==> src/rtl/ddr_out_serialiser_pkg.sv <==
// Helpers shared by the ODDR2 output serialiser.
package ddr_out_serialiser_pkg;

  function automatic bit width_is_legal(input int w);
    return (w >= 2) && ((w % 2) == 0);
  endfunction

endpackage

==> src/rtl/ddr_out_serialiser.sv <==
// Word-to-bit-pair serialiser feeding an ODDR2: d0_o goes out on C0, d1_o on C1.
// One holding register in front of the shifter keeps streams gapless for WIDTH >= 4.
module ddr_out_serialiser
  import ddr_out_serialiser_pkg::*;
#(
  parameter int   WIDTH     = 8,
  parameter bit   MSB_FIRST = 1'b1,
  parameter logic IDLE      = 1'b0
) (
  input  logic             clk_i,
  input  logic             rst_i,
  input  logic             valid_i,
  output logic             ready_o,
  input  logic [WIDTH-1:0] data_i,
  output logic             d0_o,
  output logic             d1_o,
  output logic             frame_o,
  output logic             sof_o
);

  localparam int HALF  = WIDTH / 2;
  localparam int CNT_W = $clog2(HALF + 1);
  // Bit positions of the pair that leaves next; the shifter moves data toward them.
  localparam int HI = MSB_FIRST ? WIDTH - 1 : 0;
  localparam int LO = MSB_FIRST ? WIDTH - 2 : 1;
  localparam logic [CNT_W-1:0] CNT_LOAD = CNT_W'(HALF);
  localparam logic [CNT_W-1:0] CNT_ONE  = CNT_W'(1);

  generate
    if (!width_is_legal(WIDTH)) begin : g_bad_width
      $error("ddr_out_serialiser: WIDTH must be even and >= 2");
    end
  endgenerate

  logic             r_holdV;
  logic [WIDTH-1:0] r_hold;
  logic [WIDTH-1:0] r_sr;
  logic [CNT_W-1:0] r_cnt;

  logic             w_accept;
  logic             w_load;
  logic             w_shift;
  logic [WIDTH-1:0] w_srNext;

  assign ready_o  = !r_holdV && !rst_i;
  assign w_accept = valid_i && ready_o;
  // Loading while the last pair is on the wire is what makes back-to-back words gapless.
  assign w_load   = r_holdV && (r_cnt <= CNT_ONE);
  assign w_shift  = (r_cnt != '0) && !w_load;
  assign w_srNext = MSB_FIRST ? (r_sr << 2) : (r_sr >> 2);

  always_ff @(posedge clk_i or posedge rst_i) begin
    if (rst_i) begin
      r_holdV <= 1'b0;
      r_hold  <= '0;
    end else if (w_accept) begin
      r_holdV <= 1'b1;
      r_hold  <= data_i;
    end else if (w_load) begin
      r_holdV <= 1'b0;
    end
  end

  always_ff @(posedge clk_i or posedge rst_i) begin
    if (rst_i) begin
      r_sr  <= '0;
      r_cnt <= '0;
    end else if (w_load) begin
      r_sr  <= r_hold;
      r_cnt <= CNT_LOAD;
    end else if (w_shift) begin
      r_sr  <= w_srNext;
      r_cnt <= r_cnt - CNT_ONE;
    end
  end

  // The pair registered here is the one the shifter holds after this edge.
  always_ff @(posedge clk_i or posedge rst_i) begin
    if (rst_i) begin
      d0_o    <= IDLE;
      d1_o    <= IDLE;
      frame_o <= 1'b0;
      sof_o   <= 1'b0;
    end else if (w_load) begin
      d0_o    <= r_hold[HI];
      d1_o    <= r_hold[LO];
      frame_o <= 1'b1;
      sof_o   <= 1'b1;
    end else if (w_shift && (r_cnt > CNT_ONE)) begin
      d0_o    <= w_srNext[HI];
      d1_o    <= w_srNext[LO];
      frame_o <= 1'b1;
      sof_o   <= 1'b0;
    end else begin
      d0_o    <= IDLE;
      d1_o    <= IDLE;
      frame_o <= 1'b0;
      sof_o   <= 1'b0;
    end
  end

endmodule

==> config.mk <==
export PLATFORM = sky130hd
export DESIGN_NAME = ddr_out_serialiser
export DESIGN_NICKNAME = d
export VERILOG_FILES = /design/src/rtl/ddr_out_serialiser_pkg.sv /design/src/rtl/ddr_out_serialiser.sv
export SDC_FILE = /design/constraint.sdc
export NUM_CORES = 1
export LEC_CHECK = 0
export CORE_UTILIZATION = 64
export DETAILED_ROUTE_END_ITERATION = 8
export DONT_BUFFER_PORTS = 1
export PLACE_DENSITY = 0.82
export SLEW_MARGIN = 10
export SYNTH_ARGS = -nofsm -noshare
export SYNTH_HDL_FRONTEND = slang
export SYNTH_SLANG_ARGS = --single-unit
==> constraint.sdc <==
create_clock -name clk_i -period 3 [get_ports clk_i]
set_input_delay 0.45 -clock clk_i [delete_from_list [all_inputs] [get_ports clk_i]]
set_output_delay 0.45 -clock clk_i [all_outputs]
set_load 0.05 [all_outputs]
==> run_results.csv <==
group,metric,value,unit
routing,drtIter0Drc,5,
yosys,syn_area,985,sq um
sta,slew_headroom,46.8,%
placed_design,hpwl,978,um
worst_setup_path,end_kind,"register",
yosys,synthTopCellsByArea,"dfrtp_1 56%, mux2_2 13%, mux2_4 7.6%",
yosys,seq_area_frac_synth,55.9,%
clocking,clock_latency,0.30,ns
clocking,numCtsBuffers,3,
clocking,ctsHtreeMaxLevel,1,
yosys,ys_types,20,
global_routing,grt_max_degree,23,
cells_and_area,antenna_cells,0,
routing,remaining_drc_errors,0,
global_routing,grt_pass1_vias,476,
sta,hold_viol_final,0,
sta,rsz0062_at_grt,"no",
cells_and_area,area_growth,6.35,%
clocking,cts_tree,"yes",
cells_and_area,nNetsFinal,90,
routing,ant_nets,0,
clocking,cts.sinks,22,
sta,fin_crit,2.13,ns
flow_run,maxCapViolCount,0,
yosys,synthesis.instances,72,
sta,worstMarginPinSlew,0.797,ns
routing,routedWlPerCell,15.1,um
sta,timing.setup.tns,0,ns
clocking,postCtsHoldBufs,0,
cells_and_area,finish.utilization,76.6,%
floorplanning,core,1370,sq um
sta,drv_slew,0,
yosys,synth_top_cell_area_share,55.9,%
placed_design,dp_cells,86,
clocking,cts_setup_buffers,0,
cells_and_area,fill_cells,88,
clocking,clockRootBuffer,"clkbuf_4",
power_and_ir_drop,vdd_ir_drop_max,576,uV
worst_setup_path,arrival,2.33,ns
global_routing,grt_use_total,20.0,%
worst_setup_path,path_class,"reg -> reg",
clocking,cts.path.max_buffers,2,
routing,routed_wl,1360,um
worst_setup_path,worstPathRequired,3.20,ns
yosys,synth_fp_nets,86,
yosys,yosysWarningCount,0,
floorplanning,dieArea,1700,sq um
worst_setup_path,r2r_start,"r_cnt[1]$_DFFE_PP0P_",
floorplanning,dieHeight,41.2,um
cells_and_area,drive_gt1_share,30.7,%
yosys,synth-seq-cells,22,
worst_setup_path,cp-start-kind,"register",
global_routing,grt_overflow,0,
sta,fin_skew,0.00407,ns
sta,finalSetupViolCount,0,
cells_and_area,stdcell_count,90,
floorplanning,rows,13,
floorplanning,start_util,72.1,%
min_path,min_path_type,"in -> async",
sta,max_freq,0.469,GHz
global_routing,antenna_found_initial,0,
clocking,cts_repair_resize_count,0,
power_and_ir_drop,leakage,0.522,nW
routing,avgViaCountPerCell,5.90,
floorplanning,pin_count,16,
power_and_ir_drop,power_density,1110,nW/um^2
clocking,clkTransAtPathRegs,0.12,ns
global_routing,grt_first_pass_wirelength,2080,um
yosys,yosys.area.top_type,"dfrtp_1",
routing,firstDrtPassIters,2,
yosys,synth_area_per_cell,13.7,sq um
outcome,status,"finished clean",
placed_design,numPortBuffers,0,
routing,vias,531,
worst_setup_path,critPathMaxFanout,9,
floorplanning,die_w,41.2,um
sta,finalCritPeriodShare,71.1,%
worst_setup_path,crit_path_start,"r_cnt[1]$_DFFE_PP0P_",
placed_design,gp_congestion,0.711,
sta,hold_ws,0.169,ns
-- cells in the mapped netlist --
master	number
nand3b_2	1
nand2b_1	2
inv_1	6
buf_2	1
mux2_4	5
nand2_1	3
mux2i_1	3
xnor2_1	1
o21bai_1	2
a22o_1	2
nor2b_1	2
a211oi_1	1
o21ai_0	1
ha_1	3
nor2_1	3
and2_1	1
dfrtp_1	22
mux2_2	11
buf_6	1
o21ba_2	1
-- registers in the layout, indices dropped and copies added (netlist names) --
name,cells
r_cnt,3
r_holdV,1
frame_o,1
sof_o,1
d1_o,1
r_hold,8
d0_o,1
r_sr,6
-- final timing paths --
kind                                    endpoint  slack, ns  depth (start not counted)
max                          r_sr[2]$_DFFE_PP0P_       0.87                          5
min                         r_cnt[1]$_DFFE_PP0P_       0.17                          1
max reg2reg                  r_sr[2]$_DFFE_PP0P_       0.87                          5
min reg2reg                r_hold[5]$_DFFE_PP0P_       0.52                          1
max in group asynchronous  r_hold[5]$_DFFE_PP0P_       2.34                          1
min in group clk_i         r_hold[1]$_DFFE_PP0P_       0.29                          1
-- metal layers --
metal	vias up	global-route usage, %	share of wire (%)
met1	265	23.4	45
met5	-	0	0
li1	248	-	-
met4	0	12.1	1.3
met2	16	34.0	50
met3	2	3.26	4.1
-- per-stage QoR --
stage	power, mW	cell area, sq um	setup WS [ns]
detailed placement	0.950	995	0.887
floorplan	0.884	985	1.02
CTS	1.17	1050	0.857
global placement	0.928	995	0.945
finish	1.16	1050	0.867
global route	1.24	1050	0.702
-- layout by cell type (no fill, tap or decap), types with 2 or more instances in the layout --
cell | Yosys | final
dfrtp_1 | 22 | 22
mux2_2 | 11 | 11
inv_1 | 6 | 6
mux2_4 | 5 | 5
nor2_1 | 3 | 3
mux2i_1 | 3 | 3
nand2_1 | 3 | 3
ha_1 | 3 | 3
clkbuf_4 | 0 | 3
o21bai_1 | 2 | 2
nor2b_1 | 2 | 2
nand2b_1 | 2 | 2
a22o_1 | 2 | 2
-- layout make-up --
type | instances | area (sq um) | area share [%]
Clock inverter | 1 | 30.0 | 2.87
Multi-Input combinational cell | 42 | 395 | 37.8
Sequential cell | 22 | 551 | 52.6
Tap cell | 15 | 18.8 | 1.79
Clock buffer | 3 | 22.5 | 2.15
Inverter | 6 | 22.5 | 2.15
Timing Repair Buffer | 1 | 7.51 | 0.717
-- critical path, stage by stage, from the launching register on --
cell	delay, ns
dfrtp_1	0.42
inv_1	0.13
ha_1	0.21
nor2b_1	0.66
mux2_4	0.35
mux2_2	0.26
-- kinds of logic after synthesis --
| kind of cell | share of synthesized area, % |
|---|---|
| compound gates | 5.59 |
| buf+inv | 3.94 |
| mux | 23.3 |
| fa+ha+maj | 3.81 |
| simple gates | 6.61 |
| xor+xnor | 0.890 |
| flops | 55.9 |
-- power breakdown --
group | switching [mW] | internal, mW | leakage (nW)
Combinational | 0.176 | 0.212 | 0.221
Clock | 0.0874 | 0.135 | 0.0279
Sequential | 0.134 | 0.418 | 0.273
Power figures use the tool's default switching activity.
